$ cat src/rtl/waffle_mem_arbiter.sv
// Round-robin arbiter for the shared WAFFLE RAM plus the LED/switch MMIO decode.
// Optional bus lock for multi-byte accesses is enabled with the WAFFLE_ARB_LOCK_EN macro.
module waffle_mem_arbiter #(
    parameter int unsigned ADDR_W    = 16,
    parameter int unsigned DATA_W    = 8,
    parameter int unsigned RAM_LIMIT = 900,
    parameter int unsigned SW_ADDR   = 998,
    parameter int unsigned LED_ADDR  = 999
) (
    input  logic              clk,
    input  logic              rst_n,
    input  logic              m0_req,
    input  logic              m0_we,
    input  logic [ADDR_W-1:0] m0_addr,
    input  logic [DATA_W-1:0] m0_wdata,
    input  logic              m0_lock,
    output logic              m0_gnt,
    output logic              m0_rvalid,
    input  logic              m1_req,
    input  logic              m1_we,
    input  logic [ADDR_W-1:0] m1_addr,
    input  logic [DATA_W-1:0] m1_wdata,
    input  logic              m1_lock,
    output logic              m1_gnt,
    output logic              m1_rvalid,
    output logic [DATA_W-1:0] rdata,
    output logic [ADDR_W-1:0] ram_addr,
    output logic              ram_we,
    output logic [DATA_W-1:0] ram_wdata,
    input  logic [DATA_W-1:0] ram_rdata,
    input  logic [DATA_W-1:0] sw,
    output logic [DATA_W-1:0] led
);

    localparam logic [ADDR_W-1:0] RAM_LIMIT_A = ADDR_W'(RAM_LIMIT);
    localparam logic [ADDR_W-1:0] SW_ADDR_A   = ADDR_W'(SW_ADDR);
    localparam logic [ADDR_W-1:0] LED_ADDR_A  = ADDR_W'(LED_ADDR);

    typedef enum logic [1:0] {
        ST_IDLE   = 2'd0,
        ST_ACCESS = 2'd1,
        ST_RESP   = 2'd2
    } state_t;

    state_t              state_r;
    state_t              state_next_s;
    logic                last_r;
    logic                win_r;
    logic                we_r;
    logic [ADDR_W-1:0]   addr_r;
    logic [DATA_W-1:0]   wdata_r;

    logic                grant_s;
    logic                win_s;
    logic                sel_we_s;
    logic [ADDR_W-1:0]   sel_addr_s;
    logic [DATA_W-1:0]   sel_wdata_s;
    logic                lock_hold_s;

`ifdef WAFFLE_ARB_LOCK_EN
    logic lock_valid_r;
    logic lock_owner_r;

    assign lock_hold_s = lock_valid_r && (lock_owner_r ? m1_req : m0_req);

    // Lock tracking: armed by the winner's lock in RESP, released once the owner goes idle.
    always_ff @(posedge clk) begin
        if (!rst_n) begin
            lock_valid_r <= 1'b0;
            lock_owner_r <= 1'b0;
        end else if (state_r == ST_IDLE && lock_valid_r && !lock_hold_s) begin
            lock_valid_r <= 1'b0;
        end else if (state_r == ST_RESP) begin
            lock_valid_r <= win_r ? m1_lock : m0_lock;
            lock_owner_r <= win_r;
        end
    end
`else
    logic unused_lock_s;

    assign lock_hold_s   = 1'b0;
    assign unused_lock_s = m0_lock ^ m1_lock;
`endif

    // Next-state and winner selection.
    always_comb begin
        state_next_s = state_r;
        grant_s      = 1'b0;
        win_s        = last_r;
        case (state_r)
            ST_IDLE: begin
                if (lock_hold_s) begin
`ifdef WAFFLE_ARB_LOCK_EN
                    grant_s = 1'b1;
                    win_s   = lock_owner_r;
`else
                    grant_s = 1'b0;
`endif
                end else if (m0_req && m1_req) begin
                    grant_s = 1'b1;
                    win_s   = ~last_r;
                end else if (m0_req) begin
                    grant_s = 1'b1;
                    win_s   = 1'b0;
                end else if (m1_req) begin
                    grant_s = 1'b1;
                    win_s   = 1'b1;
                end else begin
                    grant_s = 1'b0;
                end
                state_next_s = grant_s ? ST_ACCESS : ST_IDLE;
            end
            ST_ACCESS: state_next_s = ST_RESP;
            ST_RESP:   state_next_s = ST_IDLE;
            default:   state_next_s = ST_IDLE;
        endcase
    end

    // Request mux for the selected master.
    always_comb begin
        sel_we_s    = 1'b0;
        sel_addr_s  = {ADDR_W{1'b0}};
        sel_wdata_s = {DATA_W{1'b0}};
        if (win_s) begin
            sel_we_s    = m1_we;
            sel_addr_s  = m1_addr;
            sel_wdata_s = m1_wdata;
        end else begin
            sel_we_s    = m0_we;
            sel_addr_s  = m0_addr;
            sel_wdata_s = m0_wdata;
        end
    end

    // State register, access latch, handshake pulses, RAM port and LED register.
    always_ff @(posedge clk) begin
        if (!rst_n) begin
            state_r   <= ST_IDLE;
            last_r    <= 1'b1;
            win_r     <= 1'b0;
            we_r      <= 1'b0;
            addr_r    <= {ADDR_W{1'b0}};
            wdata_r   <= {DATA_W{1'b0}};
            m0_gnt    <= 1'b0;
            m1_gnt    <= 1'b0;
            m0_rvalid <= 1'b0;
            m1_rvalid <= 1'b0;
            ram_addr  <= {ADDR_W{1'b0}};
            ram_we    <= 1'b0;
            ram_wdata <= {DATA_W{1'b0}};
            led       <= {DATA_W{1'b0}};
        end else begin
            state_r   <= state_next_s;
            m0_gnt    <= 1'b0;
            m1_gnt    <= 1'b0;
            m0_rvalid <= 1'b0;
            m1_rvalid <= 1'b0;
            ram_we    <= 1'b0;
            case (state_r)
                ST_IDLE: begin
                    if (grant_s) begin
                        win_r     <= win_s;
                        last_r    <= win_s;
                        we_r      <= sel_we_s;
                        addr_r    <= sel_addr_s;
                        wdata_r   <= sel_wdata_s;
                        m0_gnt    <= ~win_s;
                        m1_gnt    <= win_s;
                        ram_addr  <= sel_addr_s;
                        ram_wdata <= sel_wdata_s;
                        // Only mapped RAM addresses ever see a write strobe; no wrap.
                        ram_we    <= sel_we_s && (sel_addr_s < RAM_LIMIT_A);
                    end
                end
                ST_ACCESS: begin
                    m0_rvalid <= ~win_r;
                    m1_rvalid <= win_r;
                    if (we_r && addr_r == LED_ADDR_A) begin
                        led <= wdata_r;
                    end
                end
                ST_RESP: begin
                    ram_we <= 1'b0;
                end
                default: begin
                    ram_we <= 1'b0;
                end
            endcase
        end
    end

    // Read-data decode, only driven while a read response is presented.
    always_comb begin
        rdata = {DATA_W{1'b0}};
        if (state_r == ST_RESP && !we_r) begin
            if (addr_r < RAM_LIMIT_A) begin
                rdata = ram_rdata;
            end else if (addr_r == SW_ADDR_A) begin
                rdata = sw;
            end else if (addr_r == LED_ADDR_A) begin
                rdata = led;
            end else begin
                rdata = {DATA_W{1'b0}};
            end
        end else begin
            rdata = {DATA_W{1'b0}};
        end
    end

endmodule

$ cat config.mk
export PLATFORM = sky130hd
export DESIGN_NAME = waffle_mem_arbiter
export DESIGN_NICKNAME = d
export VERILOG_FILES = /design/src/rtl/waffle_mem_arbiter.sv
export SDC_FILE = /design/constraint.sdc
export NUM_CORES = 1
export LEC_CHECK = 0
export CORE_MARGIN = 10
export CORE_UTILIZATION = 38
export DETAILED_ROUTE_END_ITERATION = 16
export PLACE_DENSITY = 0.81
export SYNTH_ARGS = -nofsm -noshare
export SYNTH_HDL_FRONTEND = slang
export SYNTH_SLANG_ARGS = --single-unit
$ cat constraint.sdc
create_clock -name clk -period 2.1 [get_ports clk]
set_input_delay 0.42 -clock clk [delete_from_list [all_inputs] [get_ports clk]]
set_output_delay 0.42 -clock clk [all_outputs]
set_load 0.05 [all_outputs]
Word-level counts from Yosys, hierarchy flattened

Cells that the tools add are included.

Register bits after elaboration: 42
Input bits: 72
Output and inout bits: 45
Word-level logic and storage cells: 49

$lt $le $gt $ge: 2
Equal/unequal tests: 4
Muxes and demuxes: 18
Bitwise operators: 3
Reduce and logical (&&, ||, !) cells: 10

Operators with widths:

| operator                                                                        | number |
|---|---|
| 8-bit 2-to-1 mux                                                                | 5 |
| 16-bit by 10-bit equality test with 1-bit output (second input constant)        | 2 |
| 16-bit by 10-bit less-than comparator with 1-bit output (second input constant) | 2 |
| 16-bit 2-to-1 mux                                                               | 1 |
| 1-bit 2-to-1 mux                                                                | 11 |
| 2-bit AND reduction                                                             | 3 |
| 1-bit logical AND                                                               | 4 |
| 2-bit one-hot mux with 2 select lines                                           | 1 |
| 1-bit inverter                                                                  | 3 |
| 3-bit AND reduction                                                             | 1 |
| 2-bit by 1-bit equality test with 1-bit output (second input constant)          | 1 |
| 2-bit equality test (second input constant)                                     | 1 |
| 2-bit logical NOT                                                               | 1 |
| 1-bit logical NOT                                                               | 1 |

Depth between registers and ports, before layout

Gate-level depths: netlist of the first run.

Depth in word-level cells: 7
Mapped depth: 5
Mapped depth without buffers: 4

Worst setup path before layout of the first run

OpenSTA, ideal clock, no wires.

Path type: reg2out
Start: register addr_r[10]
End: output rdata[0]
Arrival time: 2410 ps
Required time: 1680 ps
Setup slack: -730 ps
Cell stages (with the launch flop): 6
Buffers on the path: 1
Path through: dfxtp_1 or4_4 nor4_4 buf_4 a32oi_1 nor2_1

Longest elaborated chain between the ends: 5
Elaborated cells on any way between the ends: 7
Those cells by class: 1 x order compare; 2 x eq/ne; 4 x mux

RTL lines:

| item                                                                                            | RTL line | source |
|---|---|---|
| start: declaration                                                                              | 50       | `logic [ADDR_W-1:0] addr_r;` |
| start signal: assignment                                                                        | 142      | `addr_r <= {ADDR_W{1'b0}};` |
| start signal: assignment                                                                        | 165      | `addr_r <= sel_addr_s;` |
| branches (longest 3 deep; another with 16-bit by 10-bit less-than comparator with 1-bit output) | n/a      |  |
| 8-bit 2-to-1 mux (*)                                                                            | 196      | `if (addr_r < RAM_LIMIT_A) begin` |
| 8-bit 2-to-1 mux (*)                                                                            | 195      | `if (state_r == ST_RESP && !we_r) begin` |
| end: declaration                                                                                | 26       | `output logic [DATA_W-1:0] rdata,` |

Mark *: on every way between the ends.

Final worst setup path of the first run

Start: register addr_r[15]
End: output rdata[3]

The elaborated chain is that of the path after synthesis.

==> run metrics, run 1 <==
Initial Utilization between 30 and 40%; Max-Slew Margin vs Limit 63.6%; flop2flop setup slack roughly 110 ps; final slew viol count 0; crit path launch addr_r[15]; first-pass GRT wire length about 12000 µm; # clock sinks between 40 and 50; number of synthesized flops with an enable pin 0; worst hold margin approximately 450 ps; RSZ-0062 raised after global routing yes; Worst Setup Slack, final -349 ps; Worst Hold Class flop to flop; Slowest cell on crit path or4_4; area grow syn2layout 81.4%; Worst-path clk slew ~80 ps; H-tree lvl count 2; ANT nets after route 0; Num CTS Buffers 5; cell with the most instances after synthesis nand2_1; gr usage total ~17%; die area around 8600 µm²; vias per inst between 5 and 6; total number of vias between 2000 and 2500; Hold Fails Final Rpt 0; wire length per cell roughly 17 µm; final wirelength between 7000 and 8000 µm; peak per-stage delay on the critical path 540 ps; cell-by-cell trace of the critical path or4_4 -> nor4_4 -> buf_6 -> a32oi_2 -> nor2_4 -> buf_12; max-cap viol count 0; die width 92.6 µm; largest net degree at the start of global routing 53; P per Cell Area between 600 and 700 nW/µm²; Worst EP arrival just over 2000 ps; largest area contributor in the netlist dfxtp_1; skew final between 9 and 10 ps; IO Pins between 100 and 150; Die Height just over 90 µm; Worst VDD drop between 0.0003 and 0.0004 V; initial DRC count roughly 110; n_diodes 0; CP Class flop to output port; most used flip-flop cell after synthesis dfxtp_1; Bufs and invs on worst path 2; Hold Path End m0_rvalid; sequential fraction of the synthesis area 42.0%; Synth top area share a little over two fifths; Post-Syn Area between 2000 and 2500 µm²; failing checks negative setup slack; fin crit period ~2400 ps; gpl congestion just over 0.8; Gate Count Post-Synth roughly 250; clk buf depth 2; Syn. warnings 0; gr ovfl total 0; number of setup buffers added after CTS 0; # rows 26; Yosys reg bits 42; share of layout cells above drive strength 1 19.6%; Post-Syn Area per Cell 8.07 µm²; fmax 0.408 GHz; R2R Path End led[3]; hold depth 1; asr flop ratio synth 0%; Worst setup EP type output port; Critical R2R Launch addr_r[10]; crit path max fanout 9; Nets between 400 and 500; Largest delay share family, worst path simple AND/OR/NAND/NOR gates; Pwr Total around 2400 µW; Critical Path RT between 1500 and 2000 ps; worst hold start win_r; I/O Buffers ~110; CTS tree yes; initial antenna violation count 0; Root Driver clkbuf_8; post-route clock period utilization 117%; Worst-Margin Slew between 500 and 600 ps; vias in the first global route roughly 2400; Static Leak between 0.001 and 0.0015 µW; outcome finished with violations; Post-DP HPWL about 6100 µm; Synth top cells by count nand2_1, dfxtp_1, a31oi_1, o21ai_0, clkbuf_1; # DRC 0; CP Launch Type flop; final setup fails 8; latest clock arrival within the worst-skew pair roughly 290 ps; Reg2Reg Depth 4; Post-Syn Nets 320; synth unique cells 31; Detailed Routing Iterations Pass 1 4; CORE AREA 5110 µm²; top area cells in the synthesized netlist dfxtp_1, nand2_1, a31oi_1, o21ai_0, mux2_2
==> sequential cells by signal (all words and copies together) (netlist names) <==
| register | flops |
|---|---|
| m1_gnt | 1 |
| m1_rvalid | 1 |
| last_r | 1 |
| wdata_r | 8 |
| led | 8 |
| addr_r | 16 |
| win_r | 1 |
| m0_gnt | 1 |
| ram_we | 1 |
| state_r | 2 |
| we_r | 1 |
| m0_rvalid | 1 |
==> how the worst max path moves through the flow <==
stage                      endpoint  slack (ps)  cells past startpoint
after floorplan            rdata[5]        -250                      5
after global placement       ram_we         -50                      6
after detailed placement  addr_r[2]        -130                      6
after CTS                  rdata[3]        -370                      6
after global routing       rdata[3]        -430                      6
final                      rdata[3]        -350                      6
==> what timing repair did <==
| item | in CTS | in global routing |
|---|---|---|
| pin swaps | 0 | 0 |
| gates cloned | 0 | 0 |
| gates resized for setup | 2 | 1 |
| hold endpoints to repair | 0 | 0 |
| setup endpoints to repair | 8 | 8 |
| hold buffers | 0 | 0 |
==> cell type report <==
cell class	instances	area [µm²]
well taps	70	87.6
clock buffers	8	80.1
inverters	1	3.75
repair buffers	130	1390
multi-input cells	187	1220
flip-flops and latches	42	855
fillers	390	1480
==> layer usage <==
| metal | track usage, % | up-vias | part of all wire [%] |
|---|---|---|---|
| li1 | - | 1153 | - |
| met1 | 19.4 | 1084 | 42 |
| met2 | 30.8 | 101 | 48 |
| met3 | 7.02 | 2 | 9.5 |
| met4 | 2.96 | 0 | 0.18 |
| met5 | 0 | - | 0 |
==> report_power, final <==
| group | switching [µW] | internal (µW) |
|---|---|---|
| combinational | 530 | 413 |
| sequential | 57.8 | 874 |
| clock | 258 | 236 |
==> worst register-to-register path: stages, from the launching register on <==
cell	delay (ps)
dfxtp_2	330
or4_4	580
or4_1	700
o21ai_1	190
a21boi_1	80
==> cells in the final DEF (no fill, tap or decap), types with 2 or more instances in the layout <==
master           count
clkbuf_8             5
or3b_2               2
buf_12              12
a31oi_1             25
o21ai_1              8
nor4b_1              2
nor2_4               8
nor3_1               2
nand2_1             52
clkbuf_1             3
nor2_1               3
nor2b_1              3
buf_4               14
dfxtp_2              5
mux2_2               9
a21boi_1             8
a32oi_2              7
clkdlybuf4s50_1    103
o2111ai_1            2
or4_1                4
o21ai_0             25
dfxtp_1             35
nand3_1             10
or4_4                2
nand4_1              3
dfxtp_4              2
and3_1               2
==> cell families (layout without fill, tap and decap cells) <==
| kind of cell | Yosys count | in the layout | share of synthesized area [%] |
|---|---|---|---|
| AOI/OAI and AO/OA | 78 | 78 | 24.1 |
| muxes | 11 | 11 | 6.25 |
| and+or+nand+nor | 98 | 98 | 23.8 |
| DFF | 42 | 42 | 42.0 |
| buffers and inverters | 19 | 139 | 3.94 |
==> through the flow <==
| step | cells | utilization (%) | worst slack [ps] | TNS, ps | area (µm²) |
|---|---|---|---|---|---|
| 2_1_floorplan | 248 | - | -252 | -2000 | 2140 |
| 3_3_place_gp | 430 | 69.2 | -54.8 | -1040 | 3530 |
| 3_5_place_dp | 430 | 69.2 | -127 | -2020 | 3530 |
| 4_1_cts | 438 | 71.0 | -368 | -2810 | 3620 |
| 5_1_grt | 438 | 71.1 | -433 | -3350 | 3630 |
| 6_report | 438 | 71.1 | -349 | -2660 | 3630 |
No activity file was read; power rests on OpenSTA's default activity.
==> run 2, diff against run 1 <==
--- a/config.mk
+++ b/config.mk
@@ -5,7 +5,7 @@
 export SDC_FILE = /design/constraint.sdc
 export NUM_CORES = 1
 export LEC_CHECK = 0
-export CORE_MARGIN = 10
+export ABC_CLOCK_PERIOD_IN_PS = 2100
 export CORE_UTILIZATION = 38
 export DETAILED_ROUTE_END_ITERATION = 16
 export PLACE_DENSITY = 0.81
==> run 2 against run 1 <==
Net effect:
- the flow still finishes with violations (negative setup slack)
- fmax grew 0.77%
- total power shrank 0.89%
- hold slack lost 11 ps
- non-clock buffer count is the same
- largest power group is now sequential cells
==> run metrics, run 2 (synthesis results as in run 1) <==
vias per inst 5.47 (+2.4%); initial antenna violation count 0 (unchanged); register area 855 µm² (unchanged); largest register by flop count addr_r; ANT nets after route 0 (unchanged); share of layout cells above drive strength 1 19.1% (-0.49 points); CORE AREA 5070 µm² (-0.64%); first-pass GRT wire length 10400 µm (-15%); Post-DP HPWL 5060 µm (-17%); H-tree lvl count 2 (unchanged); P per Cell Area 644 nW/µm² (-1.2%); # rows 26 (unchanged); commonest non-fill, non-tap cell in the layout clkdlybuf4s50_1; Worst Hold Class flop to flop; failing checks negative setup slack; Static Leak 0.00131 µW (+0.18%); final setup fails 8 (unchanged); max-cap viol count 0 (unchanged); die area 5560 µm² (-35%); gr usage total 24.4% (+7.0 points); max reg flops 16 (unchanged); I/O Buffers 114 (unchanged); Worst VDD drop 0.000382 V (-0.11%); Worst EP arrival 2010 ps (-20 ps); Worst Setup Slack, final -330 ps (+18.7 ps); Worst-path clk slew 70 ps (about the same); DP Area 3550 µm² (+0.57%); wire length per cell 15.2 µm (-13%); Nets 439 (unchanged); die width 74.6 µm (-19%); most frequent cells in the layout clkdlybuf4s50_1, nand2_1, dfxtp_1; Filler Cell Count 414 (+6.2%); Die Height 74.6 µm (-19%); fin crit period 2430 ps (-18.7 ps); CP Class flop to output port; RSZ-0062 raised after global routing yes; final slew viol count 0 (unchanged); Worst-Margin Slew 542 ps (-1.53 ps); gr ovfl total 0 (unchanged); clk buf depth 2 (unchanged); Slowest cell on crit path or4_4; largest net degree at the start of global routing 53 (unchanged); fmax 0.411 GHz (+0.77%); latest clock arrival within the worst-skew pair 280 ps (about the same); Num CTS Buffers 5 (unchanged); Bufs and invs on worst path 2 (unchanged); outcome finished with violations; CTS tree yes; Worst setup EP type output port; non-filler cells, final 437 (-0.23%); multi-input logic area 1210 µm² (-0.62%); Hold Fails Final Rpt 0 (unchanged); area grow syn2layout 82.1%; Initial Utilization 39.4% (+0.25 points); crit path max fanout 9 (unchanged); finished layout cell area 3640 µm² (+0.34%); cell-by-cell trace of the critical path or4_4 -> nor4_4 -> buf_12 -> a32oi_2 -> nor2_4 -> buf_12; n_diodes 0 (unchanged); peak per-stage delay on the critical path 540 ps (about the same); skew final 4.37 ps (-4.78 ps); Max-Slew Margin vs Limit 63.7% (+0.10 points); total number of vias 2391 (+2.2%); # clock sinks 42 (unchanged); post-route clock period utilization 116% (-0.89 points); Largest delay share family, worst path simple AND/OR/NAND/NOR gates; IO Pins 117 (unchanged); initial DRC count 181 (+59%); # DRC 0 (unchanged); gpl congestion 0.812 (+0.21%); most frequent CP cell buf_12; Critical Path RT 1680 ps (about the same); Detailed Routing Iterations Pass 1 4 (unchanged); final wirelength 6630 µm (-13%); placed cell count 429 (-0.23%); CP Launch Type flop; Regs by FF count addr_r: 16 flops, led: 8 flops, wdata_r: 8 flops; vias in the first global route 2235 (-6.8%); dpl ws -119 ps (+7.40 ps); Root Driver clkbuf_8
[run 2: cell count changes in the layout (fill, tap and decap cells not counted), sizes merged]
cell	delta
buf	-1
clkbuf	-1
clkdlybuf4s50	+1
[run 2: path summary, 6_finish.rpt]
check	start	endpoint	slack, ps	cells past startpoint
max	addr_r[15]	rdata[1]	-330	6
min	win_r	m0_rvalid	440	1
max reg2reg	addr_r[10]	led[0]	50	4
min reg2reg	win_r	m0_rvalid	440	1
[run 2: cell type report]
cell class	instances	share of cell area, %
Multi-Input combinational cell	187	33.2
Clock buffer	7	2.09
Timing Repair Buffer	130	38.7
Sequential cell	42	23.4
Inverter	1	0.103
Tap cell	70	2.40
[run 2: metrics by stage]
step / hold WS [ps] / total power [µW] / setup TNS, ps / utilization (%)
floorplan: 405 / 1470 / -2000 / -
global placement: 426 / 1870 / -619 / 70.0
detailed placement: 427 / 1890 / -1900 / 70.0
CTS: 442 / 2360 / -2710 / 71.8
global route: 470 / 2470 / -3400 / 71.8
finish: 444 / 2350 / -2590 / 71.8
[run 2: timing repair]
action | CTS | global route
setup endpoints to repair | 8 | 9
gates resized for setup | 1 | 0
hold buffers | 0 | 0
pin swaps | 0 | 0
buffers inserted | 1 | 0
[run 2: metal layers]
metal / track usage, % / wire length (µm)
met2: 44.0 / 3320
met5: 0 / 0
met1: 28.4 / 2650
met3: 5.56 / 541
met4: 7.76 / 121
[run 2: report_power, final]
part,internal [µW],switching (µW)
logic,416,515
clock network,229,245
registers,874,68.6
